File: src/rtl/periferico_bin2bcd.sv
// Bus-mapped binary-to-BCD converter: the CPU loads an operand, pulses start, polls status
// and reads packed BCD. Conversion is sequential double dabble, one operand bit per clock.
module periferico_bin2bcd #(
    parameter int ANCHO_BIN = 17,
    parameter int DIGITOS   = 5
) (
    input  logic        reloj,
    input  logic        reset,
    input  logic [31:0] dato_entrada,
    input  logic        habilitacion_chip,
    input  logic [4:0]  direccion,
    input  logic        leer,
    input  logic        escribir,
    output logic [31:0] dato_salida
);

    localparam int ANCHO_ACC = 4 * (DIGITOS + 1);
    localparam int ANCHO_RES = 4 * DIGITOS;
    localparam int ANCHO_CNT = $clog2(ANCHO_BIN + 1);
    localparam logic [ANCHO_CNT-1:0] CUENTA_INI = ANCHO_CNT'(ANCHO_BIN);

    localparam logic [4:0] DIR_OPERANDO  = 5'h04;
    localparam logic [4:0] DIR_CONTROL   = 5'h0C;
    localparam logic [4:0] DIR_RESULTADO = 5'h10;
    localparam logic [4:0] DIR_ESTADO    = 5'h14;

    typedef enum logic {ESPERA, CONVIERTE} estado_t;

    estado_t                estado;
    logic [ANCHO_BIN-1:0]   operando;
    logic [ANCHO_BIN-1:0]   desplazamiento;
    logic [ANCHO_ACC-1:0]   acumulador;
    logic [ANCHO_CNT-1:0]   cuenta;
    logic [ANCHO_RES-1:0]   resultado;
    logic                   terminado;
    logic                   ocupado;
    logic                   desbordado;

    logic                   escritura;
    logic                   lectura;
    logic                   arranque;
    logic [ANCHO_ACC-1:0]   acc_ajustado;
    logic [ANCHO_ACC-1:0]   acc_siguiente;
    logic [31:0]            dato_leido;
    logic                   unused_bits;

    assign escritura = habilitacion_chip && escribir;
    assign lectura   = habilitacion_chip && leer;
    assign arranque  = escritura && (direccion == DIR_CONTROL) && dato_entrada[0];

    // The top bit of the adjusted accumulator always shifts out; the extra digit keeps it zero
    // for any operand that fits, so dropping it never loses a result bit that matters.
    assign unused_bits = ^{dato_entrada[31:ANCHO_BIN], acc_ajustado[ANCHO_ACC-1]};

    // NOTE: every combinational output gets a default before any conditional update, so no latch is inferred.
    always_comb begin
        acc_ajustado = acumulador;
        for (int i = 0; i < DIGITOS + 1; i++) begin
            if (acumulador[4*i +: 4] >= 4'd5)
                acc_ajustado[4*i +: 4] = acumulador[4*i +: 4] + 4'd3;
        end
        acc_siguiente = {acc_ajustado[ANCHO_ACC-2:0], desplazamiento[ANCHO_BIN-1]};
    end

    always_comb begin
        dato_leido = 32'd0;
        case (direccion)
            DIR_OPERANDO:  dato_leido = {{(32-ANCHO_BIN){1'b0}}, operando};
            DIR_RESULTADO: dato_leido = {{(32-ANCHO_RES){1'b0}}, resultado};
            DIR_ESTADO:    dato_leido = {29'd0, desbordado, ocupado, terminado};
            default:       dato_leido = 32'd0;
        endcase
    end

    // NOTE: all state updates use non-blocking assignments so every register samples pre-edge values.
    always_ff @(posedge reloj or posedge reset) begin
        if (reset) begin
            estado         <= ESPERA;
            operando       <= '0;
            desplazamiento <= '0;
            acumulador     <= '0;
            cuenta         <= '0;
            resultado      <= '0;
            terminado      <= 1'b0;
            ocupado        <= 1'b0;
            desbordado     <= 1'b0;
            dato_salida    <= 32'd0;
        end else begin
            if (escritura && (direccion == DIR_OPERANDO))
                operando <= dato_entrada[ANCHO_BIN-1:0];

            if (lectura)
                dato_salida <= dato_leido;

            case (estado)
                ESPERA: begin
                    if (arranque) begin
                        desplazamiento <= operando;
                        acumulador     <= '0;
                        cuenta         <= CUENTA_INI;
                        terminado      <= 1'b0;
                        desbordado     <= 1'b0;
                        ocupado        <= 1'b1;
                        estado         <= CONVIERTE;
                    end
                end
                CONVIERTE: begin
                    // Start requests are dropped here; the running job owns its load-time copy.
                    acumulador     <= acc_siguiente;
                    desplazamiento <= {desplazamiento[ANCHO_BIN-2:0], 1'b0};
                    cuenta         <= cuenta - ANCHO_CNT'(1);
                    if (cuenta == ANCHO_CNT'(1)) begin
                        resultado  <= acc_siguiente[ANCHO_RES-1:0];
                        desbordado <= |acc_siguiente[ANCHO_ACC-1:ANCHO_RES];
                        terminado  <= 1'b1;
                        ocupado    <= 1'b0;
                        estado     <= ESPERA;
                    end
                end
                default: estado <= ESPERA;
            endcase
        end
    end

endmodule
File: config.mk
export PLATFORM = sky130hd
export DESIGN_NAME = periferico_bin2bcd
export DESIGN_NICKNAME = d
export VERILOG_FILES = /design/src/rtl/periferico_bin2bcd.sv
export SDC_FILE = /design/constraint.sdc
export NUM_CORES = 1
export LEC_CHECK = 0
export CORE_UTILIZATION = 35
export DETAILED_ROUTE_END_ITERATION = 12
export PLACE_DENSITY_LB_ADDON = 0.3
export REMOVE_ABC_BUFFERS = 1
export SLEW_MARGIN = 20
export SYNTH_ARGS = -nofsm -noshare
export SYNTH_HDL_FRONTEND = slang
export SYNTH_SLANG_ARGS = --single-unit
File: constraint.sdc
create_clock -name reloj -period 4.9 [get_ports reloj]
set_clock_uncertainty 0.15 [all_clocks]
set_input_delay 0.735 -clock reloj [delete_from_list [all_inputs] [get_ports reloj]]
set_output_delay 0.735 -clock reloj [all_outputs]
set_load 0.05 [all_outputs]
==> impl_metrics.json, run 1 <==
{
  "status": "complete, but fails checks",
  "failed_checks": "DRC",
  "clockBufferDepth": 2,
  "cp_top_family": "simple AND/OR/NAND/NOR gates",
  "pre_cts_ws_ns": 1.62,
  "syn_area_um2": 5010,
  "fin_crit_sh_pct": 57.9,
  "hold_violations": 0,
  "holdWs_ns": 0.323,
  "power-per-cell-area_nw_per_um2": 488,
  "grt_use_total_pct": 15.1,
  "tightest_slew_ns": 1.07,
  "io_buffers": 46,
  "antenna_found_initial": 0,
  "cts_setup_buffers": 0,
  "ys_seq_elements": 107,
  "critical_path_class": "input pin to register",
  "place_hpwl_um": 6720,
  "fin_ws_ns": 2.06,
  "rows": 43,
  "die_y_um": 122,
  "avgSynthCellArea_um2": 11.4,
  "cts_made_buffers": 9,
  "fin_crit_ns": 2.84,
  "cap_violations": 0,
  "start_util_pct": 35.9,
  "required_ns": 4.98,
  "clk_latency_ns": 0.34,
  "die-area_um2": 14800,
  "syn_inst": 441,
  "fin_util_pct": 41.9,
  "power.internal_uw": 1870,
  "final_area_um2": 5840,
  "crit_fanout": 17,
  "drive_gt1_share_pct": 12.2,
  "fin_nets": 535,
  "synth_edf_count": 0,
  "wirelength_um": 10200,
  "syn2layout_area_growth_pct": 16.6,
  "crit_buf_inv": 1,
  "drc_errors": 4,
  "cts_resized": 0,
  "grt_max_degree": 80,
  "grt_pass1_vias": 3426,
  "ys_seq_area_share_pct": 53.5,
  "reg2regPathDepth": 4,
  "insertedDiodeCount": 0,
  "pwr-share-seq_pct": 44.3,
  "synth_ff_type": "dfrtp_1",
  "critPathSlowestCell": "nor2_2",
  "cp_cell_sequence": "clkdlybuf4s50_1, nand4b_4, nor2_2, mux2_2",
  "post_drt_wl_per_cell_um": 15.4,
  "p_sw_share_pct": 34.2,
  "peakVddDrop_v": 0.000231,
  "place_area_um2": 5560,
  "power_switching_uw": 973,
  "slew_violations": 0,
  "cts_root_buf": "clkbuf_16",
  "r2r_setup_slack_ns": 2.69,
  "min_path_type": "register to register",
  "p_comb_share_pct": 31.2,
  "grt_pass1_wl_um": 17300,
  "fmax_mhz": 352,
  "grt_overflow": 0,
  "clkSinkCount": 107,
  "ios": 74,
  "slowest_delay_ns": 0.85,
  "rsz0062_at_grt": "false",
  "endpoint": "operando[7]$_DFFE_PP0P_",
  "path_clk_slew_ns": 0.07,
  "globalplace.congestion": 0.730,
  "yosysUniqueCellTypes": 43,
  "cts_tree": "yes",
  "r2r_start": "estado$_DFF_PP0_",
  "p_clk_share_pct": 24.5,
  "cp.arrival_ns": 2.92,
  "yosys_warnings": 0,
  "max-slew-margin-rel_pct": 28.0,
  "via_per_inst": 5.19,
  "vias": 3440,
  "drt_iter0_markers": 344,
  "ctsHtreeMaxLevel": 3,
  "setup_viol": 0,
  "hold_buffers": 0,
  "async_reset_ff_share_pct": 100,
  "endpoint_kind": "register",
  "fp.coreArea_um2": 13900,
  "p_leak_uw": 0.00273,
  "die_w_um": 122,
  "critPathLaunchType": "input pin",
  "reg2reg_to": "cuenta[3]$_DFFE_PP0P_",
  "path_depth": 4,
  "antenna_left": 0,
  "fin_setup_tns_ns": 0,
  "setup.worst_path.start": "direccion[2]",
  "first_pass_iters": 13
}
-- synthesized netlist by cell type (all sizes together) (10+ instances only) --
cell / instances / area share [%]
nand2: 40 / 3.0
mux2: 35 / 7.9
a21oi: 14 / 1.4
o21ai: 41 / 4.1
a22oi: 17 / 2.5
ha: 14 / 3.5
a22o: 23 / 4.0
dfrtp: 107 / 53
buf: 25 / 3.6
clkbuf: 10 / 0.77
a222oi: 16 / 3.2
nand2b: 11 / 1.4
inv: 34 / 2.5
-- metrics by stage --
step           cells  power (uW)
3_3_place_gp     648        2120
2_1_floorplan    417        1910
6_report         663        2850
4_1_cts          663        2880
3_5_place_dp     648        2170
5_1_grt          663        3040
-- flip-flops by register name (all words and copies together), names as in the netlist, 5 cells and up --
register / cells
acumulador: 24
cuenta: 5
dato_salida: 20
desplazamiento: 17
operando: 17
resultado: 20
-- power groups by stage --
stage                     registers [uW]  logic, uW  clock network (uW)
after global placement              1260        858                   0
after CTS                           1260        900                 720
after floorplan                     1250        661                   0
after global routing                1290        999                 750
after detailed placement            1270        895                   0
final                               1260        888                 698
-- worst min path at each step --
stage / from / end / slack [ns] / cells past startpoint
finish: ocupado$_DFFE_PP0P_ / ocupado$_DFFE_PP0P_ / 0.32 / 1
global route: ocupado$_DFFE_PP0P_ / ocupado$_DFFE_PP0P_ / 0.35 / 1
CTS: ocupado$_DFFE_PP0P_ / ocupado$_DFFE_PP0P_ / 0.33 / 1
detailed placement: ocupado$_DFFE_PP0P_ / ocupado$_DFFE_PP0P_ / 0.31 / 1
global placement: ocupado$_DFFE_PP0P_ / ocupado$_DFFE_PP0P_ / 0.31 / 1
floorplan: ocupado$_DFFE_PP0P_ / ocupado$_DFFE_PP0P_ / 0.29 / 1
-- layer usage --
| layer | share of wire, % | up-vias | GRT usage (%) | wire, um |
|---|---|---|---|---|
| li1 | - | 1627 | - | - |
| met1 | 47 | 1691 | 20.4 | 4780 |
| met2 | 46 | 108 | 23.9 | 4700 |
| met3 | 5.3 | 14 | 3.18 | 545 |
| met4 | 1.7 | 0 | 5.17 | 172 |
| met5 | 0 | - | 0 | 0 |
-- cell type report --
cell class                      count  area (um^2)
Clock buffer                       13          240
Clock inverter                      2         37.5
Fill cell                        1308         8100
Inverter                           34          130
Multi-Input combinational cell    276         2030
Sequential cell                   107         2680
Tap cell                          180          225
Timing Repair Buffer               51          498
-- kinds of logic after synthesis --
kind of cell	count (synthesis)	synth area share (%)
muxes	42	9.27
xor gates and xnor gates	7	1.22
adders and majority gates	14	3.50
AOI/OAI and AO/OA	120	16.7
DFF	107	53.5
and+or+nand+nor	81	8.80
buffers and inverters	69	6.95
other	1	0.0749
-- cells in the final DEF, fill, tap and decap left out, types with 6 or more instances in the layout --
cell type        count
a21oi_1             14
ha_1                14
o21ai_1             10
a22oi_1             17
a222oi_1            16
conb_1              12
nand2_1             40
dfrtp_1            107
xnor2_1              6
mux2i_1              7
clkdlybuf4s50_1     46
clkbuf_16            9
a22o_1              23
o21ai_0             31
mux2_2              35
nor2_1               7
inv_1               33
nand2b_1            11
(Power assumes the default switching activity.)
==> inputs of run 2 (changes only) <==
==> constraint.sdc (replaced) <==
create_clock -name reloj -period 2.77 [get_ports reloj]
set_clock_uncertainty 0.15 [all_clocks]
set_input_delay 0.4155 -clock reloj [delete_from_list [all_inputs] [get_ports reloj]]
set_output_delay 0.4155 -clock reloj [all_outputs]
set_load 0.05 [all_outputs]
==> run 2 against run 1 <==
Effect of this change:
- the flow now finishes without violations
- utilization grew 0.76 points
- worst hold slack gained 0.0049 ns
- largest cell class unchanged
- critical path depth grew 2
- sequential cell count is the same
- setup slack lost 1.4 ns
- power grew 82%
- largest power group unchanged
- cell area grew 1.8%
==> impl_metrics.json, run 2 (same netlist as run 1, synthesis figures left out) <==
{
  "cts_root_buf": "clkbuf_16",
  "largest_register_ffs": 24,
  "critical_path_class": "input pin to register",
  "r2r_start": "acumulador[21]$_DFFE_PP0P_",
  "min_to": "ocupado$_DFFE_PP0P_",
  "r2r_setup_slack_ns": 0.89,
  "grt_use_total_pct": 15.3,
  "required_ns": 2.86,
  "start_util_pct": 35.9,
  "endpoint_kind": "register",
  "insertedDiodeCount": 0,
  "die_y_um": 122,
  "wirelength_um": 10300,
  "setup_viol": 0,
  "drc_errors": 0,
  "cts_setup_buffers": 0,
  "fin_setup_tns_ns": 0,
  "clkSinkCount": 107,
  "place_hpwl_um": 6490,
  "vias": 3387,
  "max-slew-margin-rel_pct": 55.1,
  "grt_pass1_vias": 3440,
  "reg2regPathDepth": 6,
  "grt_max_degree": 108,
  "io_buffers": 46,
  "min_path_type": "register to register",
  "regMostFlops": "acumulador",
  "mostFrequentLayoutCell": "dfrtp_1",
  "grt_overflow": 0,
  "p_total_uw": 5180,
  "fmax_mhz": 467,
  "cp.arrival_ns": 2.23,
  "fin_crit_ns": 2.14,
  "hp-start": "ocupado$_DFFE_PP0P_",
  "first_pass_iters": 6,
  "drive_gt1_share_pct": 14.3,
  "die_w_um": 122,
  "slew_violations": 0,
  "fin_nets": 541,
  "multiInputGateArea_um2": 2030,
  "cts_tree": "yes",
  "tightest_slew_ns": 0.673,
  "hold_buffers": 0,
  "holdWs_ns": 0.328,
  "globalplace.congestion": 0.729,
  "ios": 74,
  "antenna_found_initial": 0,
  "hold_violations": 0,
  "path_clk_slew_ns": 0.07,
  "reg2reg_to": "desbordado$_DFFE_PP0P_",
  "rows": 43,
  "p_leak_uw": 0.00279,
  "status": "finished, final reports clean",
  "antenna_left": 0,
  "critPathLaunchType": "input pin",
  "clk_latency_ns": 0.35,
  "crit_fanout": 44,
  "syn2layout_area_growth_pct": 18.8,
  "drt_iter0_markers": 260,
  "cap_violations": 0,
  "ctsHtreeMaxLevel": 3,
  "cts_resized": 0,
  "power-per-cell-area_nw_per_um2": 871,
  "cts_made_buffers": 9,
  "hold_path_depth": 1,
  "post_drt_wl_per_cell_um": 15.3,
  "via_per_inst": 5.06,
  "clockBufferDepth": 2,
  "die-area_um2": 14800,
  "fin_crit_sh_pct": 77.3,
  "peakVddDrop_v": 0.000352,
  "grt_pass1_wl_um": 17600,
  "ff_latch_area_um2": 2680,
  "fp.coreArea_um2": 13900,
  "largestRegisters": "acumulador: 24 flops, dato_salida: 20 flops, resultado: 20 flops",
  "final_cell_mix": "107 x dfrtp_1, 46 x clkdlybuf4s50_1, 40 x nand2_1",
  "nFillCells": 1322,
  "rsz0062_at_grt": "false"
}
run 2: changes by cell type in the layout (fill, tap and decap cells not counted):
| cell | before | now |
|---|---|---|
| clkinv_4 | 0 | 1 |
| clkbuf_8 | 0 | 1 |
| clkinv_2 | 0 | 2 |
| clkbuf_1 | 4 | 0 |
| bufinv_16 | 1 | 2 |
| buf_4 | 5 | 10 |
| inv_6 | 0 | 1 |
| buf_12 | 0 | 1 |
| clkinvlp_4 | 1 | 0 |
run 2: how the worst max path moves through the flow:
stage / startpoint / end / slack (ns) / cells after the start
6_report: direccion[2] / acumulador[15]$_DFFE_PP0P_ / 0.63 / 6
5_1_grt: direccion[2] / desplazamiento[15]$_DFFE_PP0P_ / 0.51 / 6
4_1_cts: direccion[2] / desplazamiento[12]$_DFFE_PP0P_ / 0.62 / 6
3_5_place_dp: direccion[1] / dato_salida[15]$_DFFE_PP0P_ / 0.20 / 4
3_3_place_gp: direccion[2] / acumulador[3]$_DFFE_PP0P_ / 0.26 / 6
2_1_floorplan: reset / acumulador[0]$_DFFE_PP0P_ / -0.61 / 1
run 2: metrics by stage:
stage,utilization [%],area (um^2),instances,worst slack (ns)
floorplan,-,4830,417,-0.613
global placement,40.3,5620,654,0.264
detailed placement,40.3,5620,654,0.196
CTS,42.7,5950,670,0.615
global route,42.7,5950,670,0.508
finish,42.7,5950,670,0.629
run 2: area by class of cell:
type                       count  area share [%]
sequential                   107            45.0
timing repair buffer          57            9.34
tap                          180            3.79
multi-input combinational    276            34.2
clock buffer                  10            4.02
clock inverter                 6            1.47
inverter                      34            2.19
run 2: where the power goes:
group	total, uW	switching, uW	internal, uW
combinational	1580	873	711
sequential	2210	297	1910
clock	1380	566	818
run 2: worst max-delay path: stages:
cell and delay, ns:
clkdlybuf4s50_1 0.59, nand4b_4 0.16, o31a_1 0.32, buf_4 0.28
a21o_1 0.22, a22o_1 0.22
run 2: per-layer routing:
metal | track usage [%] | vias up | wire [um]
met1 | 20.6 | 1665 | 4860
met3 | 3.84 | 8 | 472
met2 | 24.8 | 85 | 4840
met4 | 3.47 | 0 | 100
met5 | 0 | - | 0
li1 | - | 1629 | -
==> inputs of run 3 (changes only) <==
==> constraint.sdc (replaced) <==
create_clock -name reloj -period 2.2 [get_ports reloj]
set_clock_uncertainty 0.15 [all_clocks]
set_input_delay 0.33 -clock reloj [delete_from_list [all_inputs] [get_ports reloj]]
set_output_delay 0.33 -clock reloj [all_outputs]
set_load 0.05 [all_outputs]
==> run 3 against run 2 <==
Effect of this change:
- clock-buffer cell count down 1
- non-clock buffer count is 10 higher
- worst hold slack got worse by 0.16 ns
- first-iteration DRC count shrank 2.7%
- register-to-register slack worse by 0.58 ns
- cell count grew 1.5%
- sequential share of layout area is 0.96 points lower
- combinational power up 35%
- power up 28%
- global-route usage rose by 0.62 points
- critical path type is now register to primary output
- largest cell class unchanged
==> impl_metrics.json, run 3 (same netlist as run 1, synthesis figures left out) <==
{
  "p_leak_uw": 0.00286,
  "tightest_slew_ns": 0.507,
  "regMostFlops": "acumulador",
  "critical_path_class": "register to primary output",
  "antenna_left": 0,
  "fmax_mhz": 495,
  "syn2layout_area_growth_pct": 21.3,
  "critPathLaunchType": "register",
  "drc_errors": 0,
  "fin_crit_sh_pct": 91.9,
  "drt_iter0_markers": 253,
  "cp_cell_sequence": "clkdlybuf4s50_1",
  "max-slew-margin-rel_pct": 66.1,
  "via_per_inst": 5.22,
  "fin_nets": 551,
  "cap_violations": 0,
  "pre_cts_ws_ns": -0.113,
  "die-area_um2": 14800,
  "setup_viol": 0,
  "slew_violations": 0,
  "fin_ws_ns": 0.178,
  "mostFrequentLayoutCell": "dfrtp_1",
  "power-per-cell-area_nw_per_um2": 1090,
  "cts_root_buf": "clkbuf_16",
  "endpoint_kind": "primary output",
  "io_buffers": 46,
  "largest_register_ffs": 24,
  "clk_latency_ns": 0.34,
  "cp.arrival_ns": 1.54,
  "die_y_um": 122,
  "fp.coreArea_um2": 13900,
  "cts_resized": 0,
  "grt_use_total_pct": 15.9,
  "cts_setup_buffers": 0,
  "crit_fanout": 2,
  "crit_buf_inv": 1,
  "wirelength_um": 10800,
  "grt_max_degree": 43,
  "globalplace.congestion": 0.753,
  "clkSinkCount": 107,
  "path_clk_slew_ns": 0.07,
  "die_w_um": 122,
  "cp_top_family": "buffers and inverters",
  "rsz0062_at_grt": "false",
  "place_area_um2": 5760,
  "required_ns": 1.72,
  "slowest_delay_ns": 0.82,
  "hold_buffers": 0,
  "antenna_found_initial": 0,
  "fin_crit_ns": 2.02,
  "final_cell_mix": "107 x dfrtp_1, 46 x clkdlybuf4s50_1, 40 x nand2_1",
  "ctsHtreeMaxLevel": 3,
  "nFillCells": 1294,
  "cts_made_buffers": 9,
  "status": "finished, final reports clean",
  "clockBufferDepth": 2,
  "critPathSlowestCell": "clkdlybuf4s50_1",
  "first_pass_iters": 6,
  "grt_pass1_vias": 3567,
  "path_depth": 1,
  "grt_pass1_wl_um": 18200,
  "min_path_type": "input pin to asynchronous set/reset pin",
  "hold_violations": 0,
  "reg2regPathDepth": 6,
  "peakVddDrop_v": 0.000655,
  "largestRegisters": "acumulador: 24 flops, dato_salida: 20 flops, resultado: 20 flops",
  "rows": 43,
  "insertedDiodeCount": 0,
  "grt_overflow": 0,
  "vias": 3548,
  "post_drt_wl_per_cell_um": 15.9,
  "final_area_um2": 6070,
  "cts_tree": "yes",
  "holdWs_ns": 0.167,
  "drive_gt1_share_pct": 16.0,
  "r2r_setup_slack_ns": 0.31,
  "place_hpwl_um": 7210,
  "start_util_pct": 35.9,
  "ios": 74
}
run 3: routing by layer:
layer | track usage (%) | vias up | share of wire, %
li1 | - | 1653 | -
met1 | 21.6 | 1789 | 47
met2 | 25.3 | 97 | 47
met3 | 3.56 | 9 | 4.9
met4 | 4.78 | 0 | 1.3
met5 | 0 | - | 0
run 3: area by class of cell:
cell class	count	area (um^2)	area share, %
clock buffers	9	225	3.71
clock inverters	7	92.6	1.52
inverters	34	130	2.14
multi-input cells	276	2030	33.4
flip-flops and latches	107	2680	44.1
well taps	180	225	3.71
repair buffers	67	693	11.4
run 3: final timing paths:
kind	startpoint	to
max	dato_salida[3]$_DFFE_PP0P_	dato_salida[3]
min	reset	dato_salida[17]$_DFFE_PP0P_
max reg2reg	acumulador[21]$_DFFE_PP0P_	desbordado$_DFFE_PP0P_
min reg2reg	dato_salida[10]$_DFFE_PP0P_	dato_salida[10]$_DFFE_PP0P_
max in group asynchronous	reset	acumulador[15]$_DFFE_PP0P_
min in group reloj	dato_salida[10]$_DFFE_PP0P_	dato_salida[10]$_DFFE_PP0P_
run 3: stage by stage:
| stage | power (uW) | std cells | TNS, ns | utilization, % |
|---|---|---|---|---|
| floorplan | 4250 | 417 | -132.74 | - |
| global placement | 4820 | 664 | -1.56 | 41.3 |
| detailed placement | 4940 | 664 | -2.92 | 41.3 |
| CTS | 6700 | 680 | 0 | 43.6 |
| global route | 7110 | 680 | 0 | 43.6 |
| finish | 6640 | 680 | 0 | 43.6 |
run 3: worst register-to-register path, delay by kind of cell (launching register included):
family	cells	cell delay [ns]
buffers and inverters	1	0.11
XOR/XNOR	1	0.13
AO/OA/AOI/OAI	2	0.66
AND/OR/NAND/NOR	1	0.08
adder cells (fa/ha/maj)	1	0.23
flip-flops	1	0.41
run 3: power by group:
part | internal [uW] | switching [uW] | total, uW | leakage (uW)
sequential | 2410 | 384 | 2790 | 0.00142
clock | 996 | 718 | 1710 | 0.000159
combinational | 973 | 1170 | 2140 | 0.00127
total | 4370 | 2270 | 6640 | 0.00286
